File: src/rtl/hazard_ctrl.sv
// Pipeline hazard controller for the 5-stage MIPS core: stall/flush/freeze sequencing,
// EX-stage forwarding selects, perf counters and a sticky memory-timeout flag. Optional: HAZ_FORWARD_EN.
module hazard_ctrl #(
  parameter int CNT_W       = 16,
  parameter int MEM_TIMEOUT = 64
) (
  input  logic             clk,
  input  logic             rst_n,
  input  logic [4:0]       id_rs,
  input  logic [4:0]       id_rt,
  input  logic             id_uses_rt,
  input  logic [4:0]       ex_rs,
  input  logic [4:0]       ex_rt,
  input  logic             ex_MemRead,
  input  logic             ex_RegWrite,
  input  logic [4:0]       ex_rd,
  input  logic             mem_RegWrite,
  input  logic [4:0]       mem_rd,
  input  logic             wb_RegWrite,
  input  logic [4:0]       wb_rd,
  input  logic             ex_branch_taken,
  input  logic             mem_busy,
  output logic             pc_write,
  output logic             ifid_write,
  output logic             idex_hold,
  output logic             exmem_hold,
  output logic             ifid_flush,
  output logic             idex_bubble,
  output logic [1:0]       fwd_a,
  output logic [1:0]       fwd_b,
  output logic [CNT_W-1:0] stall_cycles,
  output logic [CNT_W-1:0] flush_count,
  output logic             timeout_err
);

  typedef enum logic {RUN, MEMWAIT} state_t;

  localparam logic [15:0]      TIMEOUT = 16'(MEM_TIMEOUT);
  localparam logic [CNT_W-1:0] CNT_ONE = CNT_W'(1);

  state_t      state;
  logic [15:0] wait_cnt;
  logic [15:0] wait_inc;
  logic        ex_match;
  logic        mem_match;
  logic        data_hazard;

  // A producer "matches" the ID instruction when it writes a register ID reads; $0 never does.
  assign ex_match  = (ex_rd != 5'd0) &&
                     ((ex_rd == id_rs) || (id_uses_rt && (ex_rd == id_rt)));
  assign mem_match = (mem_rd != 5'd0) &&
                     ((mem_rd == id_rs) || (id_uses_rt && (mem_rd == id_rt)));

`ifdef HAZ_FORWARD_EN
  logic fwd_unused;
  assign fwd_unused  = ex_RegWrite ^ mem_match;
  assign data_hazard = ex_MemRead && ex_match;

  always_comb begin
    fwd_a = 2'b00;
    fwd_b = 2'b00;
    if (mem_RegWrite && (mem_rd != 5'd0) && (mem_rd == ex_rs))     fwd_a = 2'b10;
    else if (wb_RegWrite && (wb_rd != 5'd0) && (wb_rd == ex_rs))   fwd_a = 2'b01;
    if (mem_RegWrite && (mem_rd != 5'd0) && (mem_rd == ex_rt))     fwd_b = 2'b10;
    else if (wb_RegWrite && (wb_rd != 5'd0) && (wb_rd == ex_rt))   fwd_b = 2'b01;
  end
`else
  // Without forwarding the regfile writes before it is read, so WB never needs a stall.
  logic fwd_unused;
  assign fwd_unused  = ^{ex_rs, ex_rt, wb_RegWrite, wb_rd, ex_MemRead};
  assign data_hazard = (ex_RegWrite && ex_match) || (mem_RegWrite && mem_match);
  assign fwd_a       = 2'b00;
  assign fwd_b       = 2'b00;
`endif

  // NOTE: every output gets a default before the priority chain, so no path leaves one unassigned (no latch).
  always_comb begin
    pc_write    = 1'b1;
    ifid_write  = 1'b1;
    idex_hold   = 1'b0;
    exmem_hold  = 1'b0;
    ifid_flush  = 1'b0;
    idex_bubble = 1'b0;
    if (mem_busy) begin
      pc_write   = 1'b0;
      ifid_write = 1'b0;
      idex_hold  = 1'b1;
      exmem_hold = 1'b1;
    end else if (ex_branch_taken) begin
      ifid_flush  = 1'b1;
      idex_bubble = 1'b1;
    end else if (data_hazard) begin
      pc_write    = 1'b0;
      ifid_write  = 1'b0;
      idex_bubble = 1'b1;
    end
  end

  assign wait_inc = (wait_cnt == 16'hFFFF) ? wait_cnt : wait_cnt + 16'd1;

  // NOTE: all state here is flop-based, so every register is cleared by the async reset.
  always_ff @(posedge clk or negedge rst_n) begin
    if (!rst_n) begin
      state        <= RUN;
      wait_cnt     <= 16'd0;
      timeout_err  <= 1'b0;
      stall_cycles <= '0;
      flush_count  <= '0;
    end else begin
      // NOTE: non-blocking assignments so every flop samples pre-edge values.
      case (state)
        RUN: begin
          if (mem_busy) begin
            state    <= MEMWAIT;
            wait_cnt <= wait_inc;
            if (wait_inc >= TIMEOUT) timeout_err <= 1'b1;
          end else begin
            wait_cnt <= 16'd0;
          end
        end
        MEMWAIT: begin
          if (!mem_busy) begin
            state    <= RUN;
            wait_cnt <= 16'd0;
          end else begin
            wait_cnt <= wait_inc;
            if (wait_inc >= TIMEOUT) timeout_err <= 1'b1;
          end
        end
        default: begin
          state    <= RUN;
          wait_cnt <= 16'd0;
        end
      endcase
      if (!pc_write && (stall_cycles != '1)) stall_cycles <= stall_cycles + CNT_ONE;
      if (ifid_flush && (flush_count != '1))  flush_count  <= flush_count + CNT_ONE;
    end
  end

endmodule

File: config.mk
export PLATFORM = sky130hd
export DESIGN_NAME = hazard_ctrl
export DESIGN_NICKNAME = d
export VERILOG_FILES = /design/src/rtl/hazard_ctrl.sv
export SDC_FILE = /design/constraint.sdc
export NUM_CORES = 1
export LEC_CHECK = 0
export ABC_AREA = 1
export BUFFER_PORTS_ARGS = -buffer_cell sky130_fd_sc_hd__buf_2
export CAP_MARGIN = 20
export CORE_ASPECT_RATIO = 0.6
export CORE_UTILIZATION = 35
export CTS_CLUSTER_SIZE = 30
export DETAILED_ROUTE_END_ITERATION = 10
export PLACE_DENSITY_LB_ADDON = 0.1
export SLEW_MARGIN = 20
export SYNTH_ARGS = -nofsm -noshare
export SYNTH_HDL_FRONTEND = slang
export SYNTH_SLANG_ARGS = --single-unit
File: constraint.sdc
create_clock -name clk -period 1.5 [get_ports clk]
set_input_delay 0.3 -clock clk [delete_from_list [all_inputs] [get_ports clk]]
set_output_delay 0.3 -clock clk [all_outputs]
set_load 0.1 [all_outputs]
Word-level counts from Yosys, hierarchy flattened:

Cells that the tools add are included.
Widths: inputs -> output; s select.

* register bits: 49
* latch bits: 0
* memory bits (read-only): 0
* output and inout port bits: 43
* memories: 0
* bits in writable memories: 0

* equal/unequal tests: 7
* mux-type cells: 13
* bitwise operators: 0
* add/sub/neg operators: 3
* shift-type cells: 0
* reductions and logical operators: 15
* multiply operators: 0
* div/mod/pow operators: 0
* $lt $le $gt $ge: 1

Operators with widths (count)
* $add 16x1->16 const B: 3
* $mux 16: 2
* $ne 16x16->1 const B: 2
* $eq 5x5->1: 4
* $eq 16x16->1 const B: 1
* $ge 16x7->1 const B: 1
* $mux 1: 11
* $reduce_bool 5->1: 2
* $logic_and 1x1->1: 8
* $logic_or 1x1->1: 3
* $reduce_and 2->1: 1
* $logic_not 1->1: 1

Longest topological paths before layout:

Gate-level depths: netlist of run 1.

* depth after elaboration: 11
* gate-level depth with buffers: 12

Worst setup path before layout of run 1:

OpenSTA, ideal clock, no wires.

* path type: input to output
* start point: input mem_busy
* end point: output pc_write
* path slack: -2744 ps
* arrival: 3944 ps
* stages: 6
* cell sequence: buf_2 > nor2_1 > clkinv_1 > clkbuf_1 > nand2_1 > buf_4

* word-level cells in the longest chain between the ends: 1

Ends and longest elaborated chain
* start, declared: line 22 `input logic mem_busy,`
* $mux 1
* end, declared: line 23 `output logic pc_write,`

No other way between the ends.

Worst setup path after layout of run 1:

* start point: register flush_count[1]
* end point: register flush_count[8]

* word-level cells in the longest chain between the ends: 2
* elaborated cells on any way between the ends: 3
* classes of those cells: add/sub: 1; eq/ne: 1; reduce/logical: 1

Ends and longest elaborated chain
* start, declared: line 32 `output logic [CNT_W-1:0] flush_count,`
* start signal, assigned: line 136 `if (ifid_flush && (flush_count != '1)) flush_count <= flush_count + CNT_ONE;`
* parallel branches: the longest is 2 deep, another holds $add 16x1->16

Parallel ways; which one is timed is not known.
A chain may end at the register's enable or synchronous reset.

==> results of run 1 <==
## worst min-delay path, delay by kind of cell, from the launching register on
kind	cells	cell delay [ns]
flops	1	0.34
simple gates	1	0.05
buf+inv	1	0.04
## logic make-up (layout without fill, tap and decap cells)
| logic type | after synthesis | in the layout | synth area share, % |
|---|---|---|---|
| compound gates | 28 | 28 | 4.55 |
| xor+xnor | 39 | 39 | 10.5 |
| fa+ha+maj | 3 | 3 | 1.16 |
| buf+inv | 72 | 243 | 9.67 |
| flops | 49 | 49 | 37.8 |
| other cells | 1 | 4 | 0.115 |
| simple gates | 265 | 266 | 36.2 |
## metal layers
| layer | wire length [um] | part of all wire, % |
|---|---|---|
| met4 | 87 | 0.87 |
| met3 | 576 | 5.8 |
| met5 | 0 | 0 |
| met1 | 4870 | 49 |
| met2 | 4450 | 45 |
## layout make-up
type | count | area [um^2] | share of cell area, %
multi-input cells | 340 | 2110 | 37.2
repair buffers | 178 | 1760 | 30.9
flip-flops and latches | 49 | 1270 | 22.4
inverters | 57 | 229 | 4.03
clock buffers | 7 | 143 | 2.51
well taps | 112 | 140 | 2.47
clock inverters | 1 | 30.0 | 0.529
## registers in the layout, summed over array words and instances (netlist names)
name	cells
timeout_err	1
flush_count	16
wait_cnt	16
stall_cycles	16
## where the power goes
| group | switching (mW) | internal, mW | leakage, nW | total (mW) |
|---|---|---|---|---|
| Sequential | 0.169 | 1.57 | 0.604 | 1.74 |
| Clock | 0.521 | 0.835 | 0.0841 | 1.36 |
| Combinational | 2.61 | 1.58 | 2.10 | 4.19 |
## synth_stat cells (2+ instances only)
| library cell | n | share of area (%) |
|---|---|---|
| nand3_1 | 28 | 4.3 |
| nor3_1 | 8 | 1.2 |
| nand2_1 | 132 | 15 |
| clkbuf_1 | 2 | 0.23 |
| xnor2_1 | 13 | 3.5 |
| dfrtp_1 | 49 | 38 |
| buf_4 | 7 | 1.6 |
| ha_1 | 3 | 1.2 |
| nand3_2 | 2 | 0.62 |
| a31oi_1 | 2 | 0.39 |
| nor2_1 | 59 | 6.8 |
| nand4_1 | 28 | 5.4 |
| xor2_1 | 26 | 7.0 |
| buf_2 | 5 | 0.77 |
| inv_1 | 56 | 6.5 |
| a21oi_1 | 11 | 1.7 |
| o21ai_0 | 13 | 2.0 |
## metrics by stage
step / cell area, um^2 / setup TNS, ns
floorplan: 3470 / -11.64
global placement: 4860 / -7.91
detailed placement: 4860 / -9.61
CTS: 5320 / -3.84
global route: 5680 / -7.92
finish: 5680 / -3.84
## worst max path at each step
stage	to	slack, ns	cells past startpoint
after floorplan	pc_write	-0.53	6
after global placement	pc_write	-0.29	9
after detailed placement	stall_cycles[4]$_DFFE_PN0P_	-0.33	12
after CTS	stall_cycles[10]$_DFFE_PN0P_	-0.16	9
after global routing	stall_cycles[10]$_DFFE_PN0P_	-0.28	9
final	flush_count[8]$_DFFE_PN0P_	-0.17	9
## timing repair
| action | CTS | global route |
|---|---|---|
| gates resized for setup | 51 | 82 |
| buffers inserted | 15 | 14 |
| endpoints found under the hold margin | 3 | 0 |
| gates cloned | 1 | 0 |
| hold buffers | 1 | 0 |
| endpoints found under the setup margin | 52 | 56 |
| pin swaps | 36 | 42 |
==> flow_summary.toml, run 1 <==
[clock_tree]
cts_max_level = 2
clock-sinks = 49
cts_made_buffers = 5
clockBufferDepth = 2
clk_pin_slew_ns = 0.07
root_buffer = "clkbuf_16"
clk_latency_ns = 0.30
cts_tree = "done"

[final_layout]
area_delta_synth_final_pct = 75.0
diodes = 0
layout.cells.non_filler = 744
final_util_pct = 64.9
fillers = 745
finalNetCount = 678
final_cell_mix = "nand2_1, buf_4, nor2_1"
layout_commonest_cell = "nand2_1"
drive_gt1_share_pct = 46.7

[worst_setup_path]
crit_required_ns = 1.68
timing.rr.start = "flush_count[1]$_DFFE_PN0P_"
crit_family = "buffers and inverters"
criticalPathCategory = "flip-flop to flip-flop"
cp_slowest_cell = "dfrtp_4"
cp_common_cell = "buf_4"
ff2ff_path_depth = 9
r2r-end = "flush_count[8]$_DFFE_PN0P_"
end_kind = "flip-flop"
cp-startpoint = "flush_count[1]$_DFFE_PN0P_"
critPathMaxStageDelay_ns = 0.44
path_max_fanout = 4
cp-start-kind = "flip-flop"
crit_buf_inv = 4
reg2reg_setup_slack_ns = -0.17
path_cells = "ha_4 > nand2_4 > buf_4 > buf_4 > buf_4 > buf_6 > nor3_4 > nand3_1 > xor2_1"
cp.arrival_ns = 1.85

[synthesis]
synth_area_um2 = 3250
synth-edff-count = 0
postSynthCellCount = 457
yosysUniqueCellTypes = 30
ys_seq_area_share_pct = 37.8
synth_seq_cells = 49
yosys_warnings = 0
ys.flop_type = "dfrtp_1"
async_flop_share_pct = 100
syn_avg_cell_area_um2 = 7.10

[placement]
placement.io_buffers = 65
place_inst = 709
place_ws_ns = -0.329
hpwl_um = 7200
routabilityCongestion = 0.906

[sta]
whs_ns = 0.461
setup_ws_ns = -0.171
setup_viol = 34
rsz0062_at_grt = "yes"
fmaxAchievable_ghz = 0.598
fin_skew_ns = 0.00998
finalCriticalPeriod_ns = 1.67
finalMaxSlewViolations = 0
hold_viol = 0
final.period_utilization_pct = 111

[drt]
routed_wl_um = 9980
drtIter0Drc = 188
ant_nets = 0
via_count = 3550
drt-wirelength-per-cell_um = 13.4
viasPerCell = 4.77
drcViolationCount = 0
drtPass1Iterations = 4

[global_routing]
grt-busiest-layer = "met2"
met1_usage_pct = 30.5
grt_max_degree = 50
grtUsageMet3_pct = 4.07
grt_overflow = 0
grt_use_total_pct = 21.4
use_met2_pct = 32.9
grt_pass1_wl_um = 16500
grt_pass1_vias = 3461
grt_antenna_before_repair = 0

[floorplanning]
io_pins = 87
fp.coreArea_um2 = 8750
dieArea_um2 = 9680
start_util_pct = 37.1
die_h_um = 76.6
rows = 26
chipWidth_um = 126

[flow_run]
drv_cap = 0

[hold_path]
hold_class = "flip-flop to flip-flop"
hold-path-endpoint = "timeout_err$_DFFE_PN0P_"
hold_depth = 2
hold_path.startpoint = "timeout_err$_DFFE_PN0P_"

[power_and_ir_drop]
peakVddDrop_mv = 1.75
total_power_mw = 7.28
p_per_area_nw_per_um2 = 1280
p_leak_nw = 2.79

[outcome]
violations = "negative setup slack"
outcome = "finished, violations left"
Note: power is estimated with default switching activity, not from simulation.
==> run 2, diff against run 1 <==
Settings changed: ABC_AREA 1 to default, RECOVER_POWER from default to 25, SLEW_MARGIN 20 to default.
==> run 2 against run 1 <==
Effect of this change: the run still ends with negative setup slack left; non-clock buffer count is 3 lower; hold slack lost 0.11 ns; routed wire length shrank 19%; critical path type unchanged; critical endpoint is now timeout_err$_DFFE_PN0P_.
==> flow_summary.toml, run 2 <==
[sta]
slew_headroom_pct = 16.0
rsz0062_at_grt = "yes"
tns_ns = -14.42
setup_viol = 52
fin_skew_ns = 0.00673
finalCriticalPeriod_ns = 2.07
final.period_utilization_pct = 138
worst_pin_slew_ns = 1.26
finalMaxSlewViolations = 0
setup_ws_ns = -0.569
fmaxAchievable_ghz = 0.483
hold_viol = 0

[worst_setup_path]
crit_family = "simple AND/OR/NAND/NOR gates"
crit_required_ns = 1.67
cp.arrival_ns = 2.24
path_cells = "ha_2 > nand4_1 > nor2_4 > a21boi_4 > xnor2_2 > or3b_1 > nor4_2 > a31oi_1"
cp_slowest_cell = "or3b_1"
cp-start-kind = "flip-flop"
path_max_fanout = 2
criticalPathCategory = "flip-flop to flip-flop"
critPathMaxStageDelay_ns = 0.37
end_kind = "flip-flop"
crit_buf_inv = 0

[final_layout]
finalNetCount = 511
top_regs = "flush_count: 16 flops, stall_cycles: 16 flops, wait_cnt: 16 flops"
diodes = 0
area_delta_synth_final_pct = 90.4
fillers = 523
drive_gt1_share_pct = 63.2
final_cell_mix = "buf_4, xnor2_1, buf_12"
layout_commonest_cell = "buf_4"
fin_area_um2 = 5380

[synthesis]
yosysUniqueCellTypes = 41
synth.area.top_cells = "dfrtp_1, xnor2_1, nor2_1, nand4_1, xor2_1"
syn_avg_cell_area_um2 = 9.68
ys_top_cells_by_count = "xnor2_1, dfrtp_1, nor2_1, nand2_1, nand3_1"
yosys_warnings = 0
netlist.area_leader.share_pct = 43.4
postSynthCellCount = 292
synth-edff-count = 0
synth_seq_cells = 49
ys_seq_area_share_pct = 43.4
synth_largest_area_cell = "dfrtp_1"
async_flop_share_pct = 100
yosysMostFrequentCell = "xnor2_1"
ys.flop_type = "dfrtp_1"
synth_area_um2 = 2830

[drt]
drcViolationCount = 0
drt-wirelength-per-cell_um = 14.3
ant_nets = 0
viasPerCell = 4.73
drtIter0Drc = 69
via_count = 2693
routed_wl_um = 8120
drtPass1Iterations = 4

[floorplanning]
die_h_um = 71.6
fp.coreArea_um2 = 7540
start_util_pct = 37.5
dieArea_um2 = 8450
io_pins = 87
chipWidth_um = 118
rows = 24

[clock_tree]
clk_pin_slew_ns = 0.07
clock-sinks = 49
root_buffer = "clkbuf_16"
cts_tree = "done"
cts_made_buffers = 5
cts_max_level = 2
clockBufferDepth = 2
clk_latency_ns = 0.29

[placement]
routabilityCongestion = 0.814
placement.io_buffers = 65
hpwl_um = 6000
place_area_um2 = 4690

[outcome]
violations = "negative setup slack"
outcome = "finished, violations left"

[global_routing]
grt_pass1_vias = 2780
grt_pass1_wl_um = 13300
grt_antenna_before_repair = 0
grt_use_total_pct = 19.8
grt_max_degree = 50
grt_overflow = 0

[power_and_ir_drop]
peakVddDrop_mv = 1.79
p_leak_nw = 2.41
p_per_area_nw_per_um2 = 1200

[hold_path]
hold_class = "input port to async pin"

[flow_run]
drv_cap = 0
[run 2: cell types whose count changed in the layout (fill, tap and decap cells not counted), moves of 6 or more]
cell,change
nand2_1,-104
inv_1,-38
xnor2_1,+29
dfrtp_4,+22
nor2_1,-21
dfrtp_2,-18
xor2_1,-13
nand3_1,-11
nand4_1,-9
xnor2_2,+8
buf_4,-7
inv_2,-7
nand2_2,-7
a21oi_1,-6
[run 2: cell families after synthesis]
logic type / count (synthesis) / share of synthesized area (%)
muxes: 5 / 1.86
xor gates and xnor gates: 63 / 19.5
other: 1 / 0.133
DFF: 49 / 43.4
buffers and inverters: 21 / 4.38
and+or+nand+nor: 125 / 22.8
AOI/OAI and AO/OA: 25 / 6.60
adders and majority gates: 3 / 1.33
[run 2: final timing paths]
kind / slack, ns / from / to / cells after the start
max in group asynchronous: 0.22 / rst_n / flush_count[14]$_DFFE_PN0P_ / 2
worst max-delay path: -0.57 / wait_cnt[1]$_DFF_PN0_ / timeout_err$_DFFE_PN0P_ / 8
worst min-delay path: 0.35 / rst_n / wait_cnt[14]$_DFF_PN0_ / 2
worst min register to register: 0.57 / timeout_err$_DFFE_PN0P_ / timeout_err$_DFFE_PN0P_ / 2
worst max register to register: -0.57 / wait_cnt[1]$_DFF_PN0_ / timeout_err$_DFFE_PN0P_ / 8
min in group clk: 0.46 / mem_busy / wait_cnt[11]$_DFF_PN0_ / 4
[run 2: final cells by class]
class / instances / area [um^2] / share of cell area, %
Clock buffer: 7 / 143 / 2.65
Multi-Input combinational cell: 225 / 1940 / 36.1
Tap cell: 104 / 130 / 2.42
Timing Repair Buffer: 175 / 1770 / 32.9
Inverter: 8 / 32.5 / 0.605
Clock inverter: 1 / 30.0 / 0.558
Sequential cell: 49 / 1330 / 24.7
[run 2: repair_timing]
item                                    CTS  global route
hold endpoints to repair                  0             0
hold buffers                              0             0
cloned                                    1             0
endpoints found under the setup margin   51            54
setup buffers                            13             7
gates resized for setup                  57            39
pin swaps                                56            24
[run 2: metal layers]
metal	up-vias	GRT usage [%]	share of wire (%)
li1	1341	-	-
met1	1290	27.3	50
met2	57	32.8	46
met3	5	4.14	3.7
met4	0	3.42	0.49
met5	-	0	0
[run 2: worst reg2reg max path, stage by stage (launching register included)]
cell,delay [ns]
dfrtp_1,0.36
ha_2,0.19
nand4_1,0.22
nor2_4,0.19
a21boi_4,0.22
xnor2_2,0.14
or3b_1,0.37
nor4_2,0.14
a31oi_1,0.10
[run 2: where the power goes]
group	internal [mW]	switching, mW	leakage [nW]
Clock	0.834	0.503	0.0841
Combinational	1.30	2.12	1.72
Sequential	1.59	0.134	0.607
Total	3.73	2.75	2.41
[run 2: through the flow]
step	utilization (%)	worst slack, ns	instances	power (mW)	hold slack (ns)
floorplan	-	-0.799	295	3.65	0.00441
global placement	62.2	-0.592	545	5.00	0.315
detailed placement	62.2	-0.637	545	5.05	0.311
CTS	68.6	-0.521	566	6.45	0.000891
global route	71.4	-0.693	569	6.71	0.467
finish	71.4	-0.569	569	6.48	0.352
